===== src/rtl/ex_muldiv_if.sv =====
// Bus between the EX stage and the iterative multiply/divide unit.
// master: EX stage drives requests, flush and MTHI/MTLO writes and reads status and HI/LO.
// slave:  the multiply/divide unit.
//   start       request an operation (taken only when the unit is idle)
//   op[1:0]     00 MULT, 01 MULTU, 10 DIV, 11 DIVU
//   opa, opb    operand A (multiplicand / dividend), operand B (multiplier / divisor)
//   flush       abort any operation in progress
//   mthi, mtlo  write wdata into HI / LO
//   busy, done  operation in progress / one-cycle completion pulse
//   hi, lo      HI and LO architectural registers
interface ex_muldiv_if;
    logic        start;
    logic [1:0]  op;
    logic [31:0] opa;
    logic [31:0] opb;
    logic        flush;
    logic        mthi;
    logic        mtlo;
    logic [31:0] wdata;
    logic        busy;
    logic        done;
    logic [31:0] hi;
    logic [31:0] lo;

    modport master (
        output start, op, opa, opb, flush, mthi, mtlo, wdata,
        input  busy, done, hi, lo
    );

    modport slave (
        input  start, op, opa, opb, flush, mthi, mtlo, wdata,
        output busy, done, hi, lo
    );
endinterface


===== src/rtl/ex_muldiv.sv =====
// Iterative 32-bit multiply/divide unit with HI/LO registers.
// Every operation takes a fixed 35 cycles: one accept edge, 32 iteration edges (shift-add
// multiply or restoring divide on operand magnitudes), one sign-fix edge that loads HI/LO,
// and one DONE cycle. MTHI/MTLO write HI/LO while idle. flush aborts without touching HI/LO.
// Ports:
//   clock  rising-edge clock
//   reset  asynchronous active-low reset
//   bus    ex_muldiv_if slave modport (see interface header)
module ex_muldiv (
    input  logic       clock,
    input  logic       reset,
    ex_muldiv_if.slave bus
);

    typedef enum logic [1:0] {StIdle, StRun, StFix, StDone} state_e;

    state_e      state_q, state_d;
    logic [4:0]  cnt_q, cnt_d;
    logic        is_div_q, is_div_d;
    logic        neg_res_q, neg_res_d;   // negate product / quotient in FIX
    logic        neg_rem_q, neg_rem_d;   // negate remainder in FIX (dividend negative)
    logic [31:0] mcand_q, mcand_d;       // multiplicand magnitude or divisor magnitude
    logic [31:0] acc_q, acc_d;           // product upper half or partial remainder
    logic [31:0] low_q, low_d;           // multiplier/product lower half or dividend/quotient
    logic        busy_q, busy_d;
    logic        done_q, done_d;
    logic [31:0] hi_q, hi_d;
    logic [31:0] lo_q, lo_d;

    logic        op_signed;
    logic [31:0] mag_a, mag_b;
    logic [32:0] mul_sum;
    logic [32:0] div_shift;
    logic [32:0] div_diff;
    logic        div_ok;
    logic [63:0] prod_fix;
    logic [31:0] quo_fix;
    logic [31:0] rem_fix;

    always_comb begin
        op_signed = ~bus.op[0];
        mag_a     = (op_signed && bus.opa[31]) ? (32'd0 - bus.opa) : bus.opa;
        mag_b     = (op_signed && bus.opb[31]) ? (32'd0 - bus.opb) : bus.opb;

        mul_sum   = {1'b0, acc_q} + (low_q[0] ? {1'b0, mcand_q} : 33'd0);

        // Restoring step: no borrow out of the 33-bit subtract means the divisor fits.
        div_shift = {acc_q, low_q[31]};
        div_diff  = div_shift - {1'b0, mcand_q};
        div_ok    = ~div_diff[32];

        prod_fix  = neg_res_q ? (64'd0 - {acc_q, low_q}) : {acc_q, low_q};
        quo_fix   = neg_res_q ? (32'd0 - low_q) : low_q;
        rem_fix   = neg_rem_q ? (32'd0 - acc_q) : acc_q;
    end

    always_comb begin
        state_d   = state_q;
        cnt_d     = cnt_q;
        is_div_d  = is_div_q;
        neg_res_d = neg_res_q;
        neg_rem_d = neg_rem_q;
        mcand_d   = mcand_q;
        acc_d     = acc_q;
        low_d     = low_q;
        hi_d      = hi_q;
        lo_d      = lo_q;
        done_d    = 1'b0;

        unique case (state_q)
            StIdle: begin
                if (bus.start) begin
                    state_d   = StRun;
                    cnt_d     = 5'd0;
                    is_div_d  = bus.op[1];
                    neg_res_d = op_signed && (bus.opa[31] ^ bus.opb[31]);
                    neg_rem_d = op_signed && bus.opa[31];
                    acc_d     = 32'd0;
                    mcand_d   = bus.op[1] ? mag_b : mag_a;
                    low_d     = bus.op[1] ? mag_a : mag_b;
                end else begin
                    if (bus.mthi) hi_d = bus.wdata;
                    if (bus.mtlo) lo_d = bus.wdata;
                end
            end
            StRun: begin
                if (is_div_q) begin
                    acc_d = div_ok ? div_diff[31:0] : div_shift[31:0];
                    low_d = {low_q[30:0], div_ok};
                end else begin
                    {acc_d, low_d} = {mul_sum, low_q[31:1]};
                end
                cnt_d = cnt_q + 5'd1;
                if (cnt_q == 5'd31) state_d = StFix;
            end
            StFix: begin
                if (is_div_q) begin
                    // Divisor magnitude zero: quotient forced to all ones; the remainder
                    // path already reproduces the original dividend.
                    lo_d = (mcand_q == 32'd0) ? 32'hFFFF_FFFF : quo_fix;
                    hi_d = rem_fix;
                end else begin
                    {hi_d, lo_d} = prod_fix;
                end
                done_d  = 1'b1;
                state_d = StDone;
            end
            StDone: begin
                state_d = StIdle;
            end
            default: begin
                state_d = StIdle;
            end
        endcase

        // flush wins over everything, including a start or MTHI/MTLO in the same cycle.
        if (bus.flush) begin
            state_d = StIdle;
            done_d  = 1'b0;
            hi_d    = hi_q;
            lo_d    = lo_q;
        end

        busy_d = (state_d != StIdle);
    end

    always_ff @(posedge clock or negedge reset) begin
        if (!reset) begin
            state_q   <= StIdle;
            cnt_q     <= 5'd0;
            is_div_q  <= 1'b0;
            neg_res_q <= 1'b0;
            neg_rem_q <= 1'b0;
            mcand_q   <= 32'd0;
            acc_q     <= 32'd0;
            low_q     <= 32'd0;
            busy_q    <= 1'b0;
            done_q    <= 1'b0;
            hi_q      <= 32'd0;
            lo_q      <= 32'd0;
        end else begin
            state_q   <= state_d;
            cnt_q     <= cnt_d;
            is_div_q  <= is_div_d;
            neg_res_q <= neg_res_d;
            neg_rem_q <= neg_rem_d;
            mcand_q   <= mcand_d;
            acc_q     <= acc_d;
            low_q     <= low_d;
            busy_q    <= busy_d;
            done_q    <= done_d;
            hi_q      <= hi_d;
            lo_q      <= lo_d;
        end
    end

    assign bus.busy = busy_q;
    assign bus.done = done_q;
    assign bus.hi   = hi_q;
    assign bus.lo   = lo_q;

endmodule


===== src/flat_wrapper.sv =====
// flat-port wrapper written by rule: the top's interface ports become plain ports
module ex_muldiv_flat 
  (clock, reset, bus_start, bus_op, bus_opa, bus_opb, bus_flush, bus_mthi, bus_mtlo, bus_wdata, bus_busy, bus_done, bus_hi, bus_lo);
  ex_muldiv_if bus_i ();
  input  logic clock;
  input  logic reset;
  input wire logic [$bits(bus_i.start)-1:0] bus_start;
  input wire logic [$bits(bus_i.op)-1:0] bus_op;
  input wire logic [$bits(bus_i.opa)-1:0] bus_opa;
  input wire logic [$bits(bus_i.opb)-1:0] bus_opb;
  input wire logic [$bits(bus_i.flush)-1:0] bus_flush;
  input wire logic [$bits(bus_i.mthi)-1:0] bus_mthi;
  input wire logic [$bits(bus_i.mtlo)-1:0] bus_mtlo;
  input wire logic [$bits(bus_i.wdata)-1:0] bus_wdata;
  output wire logic [$bits(bus_i.busy)-1:0] bus_busy;
  output wire logic [$bits(bus_i.done)-1:0] bus_done;
  output wire logic [$bits(bus_i.hi)-1:0] bus_hi;
  output wire logic [$bits(bus_i.lo)-1:0] bus_lo;
  assign bus_i.start = bus_start;
  assign bus_i.op = bus_op;
  assign bus_i.opa = bus_opa;
  assign bus_i.opb = bus_opb;
  assign bus_i.flush = bus_flush;
  assign bus_i.mthi = bus_mthi;
  assign bus_i.mtlo = bus_mtlo;
  assign bus_i.wdata = bus_wdata;
  assign bus_busy = bus_i.busy;
  assign bus_done = bus_i.done;
  assign bus_hi = bus_i.hi;
  assign bus_lo = bus_i.lo;
  ex_muldiv u_core (.clock(clock), .reset(reset), .bus(bus_i));
endmodule

===== config.mk =====
export PLATFORM = sky130hd
export DESIGN_NAME = ex_muldiv_flat
export DESIGN_NICKNAME = d
export VERILOG_FILES = /design/src/rtl/ex_muldiv_if.sv /design/src/rtl/ex_muldiv.sv /design/src/flat_wrapper.sv
export SDC_FILE = /design/constraint.sdc
export NUM_CORES = 1
export LEC_CHECK = 0
export CAP_MARGIN = 20
export CORE_ASPECT_RATIO = 2
export CORE_MARGIN = 8
export CORE_UTILIZATION = 35
export CTS_CLUSTER_DIAMETER = 60
export DETAILED_ROUTE_END_ITERATION = 12
export PLACE_DENSITY = 0.58
export SLEW_MARGIN = 15
export SYNTH_ARGS = -nofsm -noshare
export SYNTH_HDL_FRONTEND = slang
export SYNTH_SLANG_ARGS = --single-unit

===== constraint.sdc =====
create_clock -name clock -period 8.5 [get_ports clock]
set_input_delay 0.85 -clock clock [delete_from_list [all_inputs] [get_ports clock]]
set_output_delay 0.85 -clock clock [all_outputs]
set_load 0.02 [all_outputs]

# ---- After elaboration in Yosys (flattened, before gate mapping)
# Cells that the tools add are included.
dict set report totals {
  mem_bits_ro 0
  mem_count 0
  ram_bits 0
  inputBits 104
  register_bits 172
  latchBits 0
  out_inout_bits 66
  wordCells 76
}
dict set report classes {
  n_mux 32
  mul 0
  magnitude_cmp 0
  reduce_logical 12
  div_mod_pow 0
  shift 0
  n_eq_ne 8
  n_bitwise 4
  n_addsub 8
}
# cell n
set op_table {}
lappend op_table {{two-way mux 32 bit} 19}
lappend op_table {{case mux 32 bit (2 select lines)} 4}
lappend op_table {{subtractor 1 x 32 -> 32 bit, first input constant} 4}
lappend op_table {{two-way mux 64 bit} 1}
lappend op_table {{subtractor 1 x 64 -> 64 bit, first input constant} 1}
lappend op_table {{adder 32 x 33 -> 33 bit} 1}
lappend op_table {{subtractor 33 x 32 -> 33 bit} 1}
lappend op_table {{logical NOT 32 bit} 1}
lappend op_table {{case mux 5 bit (2 select lines)} 1}
lappend op_table {{!= test 2 bit, second input constant} 4}
lappend op_table {{case mux 2 bit (4 select lines)} 1}
lappend op_table {{AND reduction 4 bit} 2}
lappend op_table {{two-way mux 2 bit} 3}
lappend op_table {{nonzero test 2 bit} 3}
lappend op_table {{adder 5 x 1 -> 5 bit, second input constant} 1}
lappend op_table {{== test 5 bit, second input constant} 1}
lappend op_table {{two-way mux 5 bit} 1}
lappend op_table {{== test 2 bit, second input constant} 2}
lappend op_table {{AND reduction 2 bit} 2}
lappend op_table {{logical AND 1 bit} 3}
lappend op_table {{NOT 1 bit} 3}
lappend op_table {{== test 2 x 1 -> 1 bit, second input constant} 1}
lappend op_table {{logical NOT 2 bit} 1}
lappend op_table {{two-way mux 1 bit} 2}
lappend op_table {{bitwise XOR 1 bit} 1}

# ---- Longest topological paths before layout
dict set report depth {
  word_depth 6
  ltp_mapped 15
  ltp_nobuf 13
}

# ---- Worst setup path after synthesis
# Ideal clock, no wire load.
dict set report synth_timing {
  kind {register -> register}
  startpoint {register u_core.low_q[0]}
  endpoint {register u_core.acc_q[31]}
  t_arrival_ns 3.363
  path_buffers 3
  stages_incl_launch_ff 16
  path_slack_ns 5.055
  required_ns 8.418
  setup_ns 0.082
  period_less_slack_ns 3.445
  cell_sequence {dfrtp_1 -> clkbuf_1 -> inv_1 -> clkbuf_1 -> nor2_1 -> ha_1 -> buf_2 -> nand2_1 -> nor4_1 -> nand2b_1 -> o2111ai_1 -> a2111oi_0 -> o41ai_1 -> a2111oi_0 -> or3_1 -> a31oi_1}
}
dict set report synth_between {
  elab_chain_cells 4
}
# item line
set synth_rtl {}
lappend synth_rtl {{start, declared} ex_muldiv.sv:24} ;# logic [31:0] low_q, low_d;
lappend synth_rtl {{start signal, assigned} ex_muldiv.sv:149} ;# low_q <= low_d;
lappend synth_rtl {{two-way mux 32 bit} ex_muldiv.sv:45} ;# mul_sum = {1'b0, acc_q} + (low_q[0] ? {1'b0, mcand_q} : 33'd0);
lappend synth_rtl {{adder 32 x 33 -> 33 bit} ex_muldiv.sv:45}
lappend synth_rtl {{two-way mux 32 bit} ex_muldiv.sv:87} ;# if (is_div_q) begin
lappend synth_rtl {{case mux 32 bit (2 select lines)} ex_muldiv.sv:70} ;# unique case (state_q)
lappend synth_rtl {{end signal, assigned} ex_muldiv.sv:135} ;# acc_q <= 32'd0;
lappend synth_rtl {{end signal, assigned} ex_muldiv.sv:148} ;# acc_q <= acc_d;
lappend synth_rtl {{end, declared} ex_muldiv.sv:23} ;# logic [31:0] acc_q, acc_d;
# Every way passes these cells.
# A chain may end at the register's enable or synchronous reset.

# ---- Worst setup path after layout
dict set report layout_timing {
  startpoint {register u_core.acc_q[0]}
  endpoint {register u_core.acc_q[28]}
}
dict set report layout_between {
  elab_chain_cells 4
  word_cells_on_any_way 5
  cone_classes {add/sub: 2; mux: 3}
}
# item line
set layout_rtl {}
lappend layout_rtl {{subtractor 33 x 32 -> 33 bit} ex_muldiv.sv:49} ;# div_diff = div_shift - {1'b0, mcand_q};
lappend layout_rtl {{two-way mux 32 bit} ex_muldiv.sv:88} ;# acc_d = div_ok ? div_diff[31:0] : div_shift[31:0];
lappend layout_rtl {{two-way mux 32 bit (*)} ex_muldiv.sv:87}
lappend layout_rtl {{case mux 32 bit (2 select lines) (*)} ex_muldiv.sv:70}
# Mark *: on every way between the ends. The rest lies on a longest branch, timed or not.

==> impl_metrics.py <==
metrics = {
    "clocking": {
        "cts_buffers": 17,
        "clock_tree.root_cell": "sky130_fd_sc_hd__clkbuf_16",
        "ctsHoldBuffers": 0,
        "post-cts-setup-buffers": 0,
        "clkLatencyLatePin_ps": 470,
        "cts_resized": 0,
        "cts.sink_count": 172,
        "clk_pin_slew_worst_paths_ps": 70,
        "clock_tree_from_tritoncts": "built",
        "cts.htree.levels": 4,
        "clk_path_buf_depth": 2,
    },
    "critical_path": {
        "r2r_cells": 11,
        "slowest_stage": "sky130_fd_sc_hd__nor2_4",
        "worst_path_dominant_cell_family": "compound AO/OA/AOI/OAI gates",
        "cp_max_fo": 24,
        "worst_ep_required_time_ps": 8860,
        "critPathLaunchType": "flop",
        "crit_path_cell_trace": "inv_1 > fa_1 > nand2b_1 > a21o_1 > a211o_1 > a31oi_1 > o21ai_0 > o211a_1 > nor2_4 > o2111ai_1 > a211oi_1",
        "crit_type": "reg -> reg",
        "worst-endpoint-arrival_ps": 4940,
        "worstPathBufferInverterCount": 1,
        "timing.critical_path.to_type": "flop",
        "max_stage_delay_ps": 870,
        "critical_path_cell_count": 11,
        "ff2ff_setup_slack_ps": 3920,
    },
    "status": {
        "outcome": "finished clean",
    },
    "final_layout": {
        "antenna_cells_inserted": 0,
        "postLayoutCellArea_um2": 17600,
        "layout.cells.most_common_list": "sky130_fd_sc_hd__nand2_1 (213), sky130_fd_sc_hd__o21ai_0 (210), sky130_fd_sc_hd__nor2_1 (177)",
        "area_growth_pct": 18.2,
        "fin_cells": 2570,
        "postLayoutCoreUtil_pct": 41.7,
        "nNetsFinal": 2188,
        "layout-drive-gt1-share_pct": 4.25,
        "final_common_cell": "sky130_fd_sc_hd__nand2_1",
    },
    "placement": {
        "place.gp.congestion": 0.916,
        "dp_cells": 2538,
        "detailed_place.area_um2": 17000,
        "portBuffers": 169,
        "dpl.hpwl_um": 43600,
        "dp_slack_ps": 3990,
    },
    "timing": {
        "finalHoldWorstSlack_ps": 338,
        "max-slew-margin-rel_pct": 27.6,
        "final.setup.worst_slack_ps": 3920,
        "rsz0062_at_grt": "false",
        "max_freq_ghz": 0.218,
        "setup_viol_count_final": 0,
        "report.final.hold_viol_count": 0,
        "fin_tns_setup_ps": 0,
        "worstMarginPinSlew_ps": 1080,
        "finalClockSkew_ps": 17.3,
        "slew_violations": 0,
        "fin_crit_sh_pct": 53.9,
        "final.min_clock_period_ps": 4580,
    },
    "power_and_ir_drop": {
        "power_report.internal_total_mw": 2.51,
        "leakage_nw": 7.26,
        "power.total_mw": 4.85,
        "vdd_drop_max_mv": 0.150,
        "switchingPower_mw": 2.33,
        "netSwitchingFraction_pct": 48.1,
        "power_density_nw_per_um2": 275,
        "power.share.clock_pct": 16.9,
        "p_seq_share_pct": 27.9,
        "power_frac_comb_pct": 55.2,
    },
    "yosys": {
        "synthDominantAreaCellType": "sky130_fd_sc_hd__dfrtp_1",
        "syn_area_um2": 14900,
        "syn-mean-instance-area_um2": 7.74,
        "netlist-cell-type-count": 80,
        "ys.warnings.count": 0,
        "synth-async-reset-ratio_pct": 100,
        "synth_seq_area_share_pct": 28.9,
        "synth_enable_flop_cells": 0,
        "synthesized_instance_count": 1927,
        "yosys_register_bits": 172,
        "synthTopCellsByArea": "sky130_fd_sc_hd__dfrtp_1 (29%), sky130_fd_sc_hd__o21ai_0 (7.1%), sky130_fd_sc_hd__xnor2_1 (6.5%), sky130_fd_sc_hd__ha_1 (5.9%), sky130_fd_sc_hd__nand2_1 (5.4%)",
        "syn_nets": 2103,
        "synth_top_area_share_pct": 28.9,
        "dominantRegCellSynth": "sky130_fd_sc_hd__dfrtp_1",
    },
    "routing": {
        "via_count": 14900,
        "detailedRoute.firstIterationViolations": 1261,
        "finalWirelength_um": 55600,
        "per_cell_via_count_in_the_routed_design": 5.81,
        "drt-pass1-iter-count": 5,
        "drt.antenna.violating_nets": 0,
        "avgRoutedWirePerCell_um": 21.6,
        "drc_errors_left": 0,
    },
    "grt": {
        "met3_resource_use_gr_pct": 3.45,
        "grt_most_used_layer": "met2",
        "global_route.overflow_total": 0,
        "global_route.usage.met1_pct": 28.5,
        "largest_net_degree_at_the_start_of_global_routing": 106,
        "grt_pass1_vias": 14100,
        "antenna_found_initial": 0,
        "grt_pass1_wl_um": 85000,
        "grtUsageMet2_pct": 35.0,
        "grt_util_all_layers_pct": 21.9,
    },
    "floorplanning": {
        "placementRows": 107,
        "fp.dieArea_um2": 49900,
        "floorplan.die.width_um": 162,
        "core-area_um2": 42300,
        "io_pins": 170,
        "initial_utilization_pct": 35.3,
        "die_y_um": 308,
    },
    "flow_run": {
        "cap_viol_max_count": 0,
    },
    "min_path": {
        "timing.hold.worst.class": "in -> async",
    },
}
==> final cells by class <==
type | instances | area, um^2
Inverter | 67 | 251
Multi-Input combinational cell | 1568 | 9960
Clock buffer | 17 | 425
Timing Repair Buffer | 186 | 1820
Sequential cell | 172 | 4310
Fill cell | 4402 | 24700
Tap cell | 545 | 682
Clock inverter | 15 | 195
==> path summary, 6_finish.rpt <==
path	start	to
max	u_core.acc_q[0]$_DFFE_PN0P_	u_core.acc_q[28]$_DFFE_PN0P_
min	reset	u_core.bus.done$_DFF_PN0_
max reg2reg	u_core.acc_q[0]$_DFFE_PN0P_	u_core.acc_q[28]$_DFFE_PN0P_
min reg2reg	u_core.bus.hi[1]$_DFFE_PN0P_	u_core.bus.hi[1]$_DFFE_PN0P_
max in group asynchronous	reset	u_core.is_div_q$_DFFE_PN0P_
min in group clock	u_core.bus.hi[1]$_DFFE_PN0P_	u_core.bus.hi[1]$_DFFE_PN0P_
==> synth_stat cells (all sizes together) (40+ instances only) <==
library cell  number
mux2i             59
clkbuf            98
xor2              60
nand2            213
ha                70
dfrtp            172
a21oi            159
nor2             180
o21ai            218
xnor2            110
inv               67
a211oi            40
nor3              41
==> state kept, by name, indices dropped and copies added, names as in the netlist, 2 cells and up <==
register / flops
u_core.acc_q: 32
u_core.bus.hi: 32
u_core.bus.lo: 32
u_core.low_q: 32
u_core.mcand_q: 32
u_core.cnt_q: 5
u_core.state_q: 2
==> kinds of logic (layout without fill, tap and decap cells) <==
group	count (synthesis)	after routing	synth area share (%)
xor gates and xnor gates	170	170	9.98
AOI/OAI and AO/OA	650	650	26.7
DFF	172	172	28.9
muxes	60	60	4.03
and+or+nand+nor	616	616	19.5
adders and majority gates	72	72	6.14
buffers and inverters	187	285	4.86
==> layer usage <==
layer,routed length [um],vias to the layer above
met1,24400,7097
met3,3250,92
met2,25600,572
met5,0,-
li1,-,7165
met4,2410,0
==> power by group through the flow <==
stage / logic [mW] / registers (mW) / clock network, mW
3_5_place_dp: 2.64 / 1.36 / 0
4_1_cts: 2.66 / 1.34 / 0.829
6_report: 2.67 / 1.35 / 0.821
5_1_grt: 2.93 / 1.38 / 0.864
2_1_floorplan: 1.85 / 1.27 / 0
3_3_place_gp: 2.65 / 1.35 / 0
Note: power is estimated with default switching activity, not from simulation.
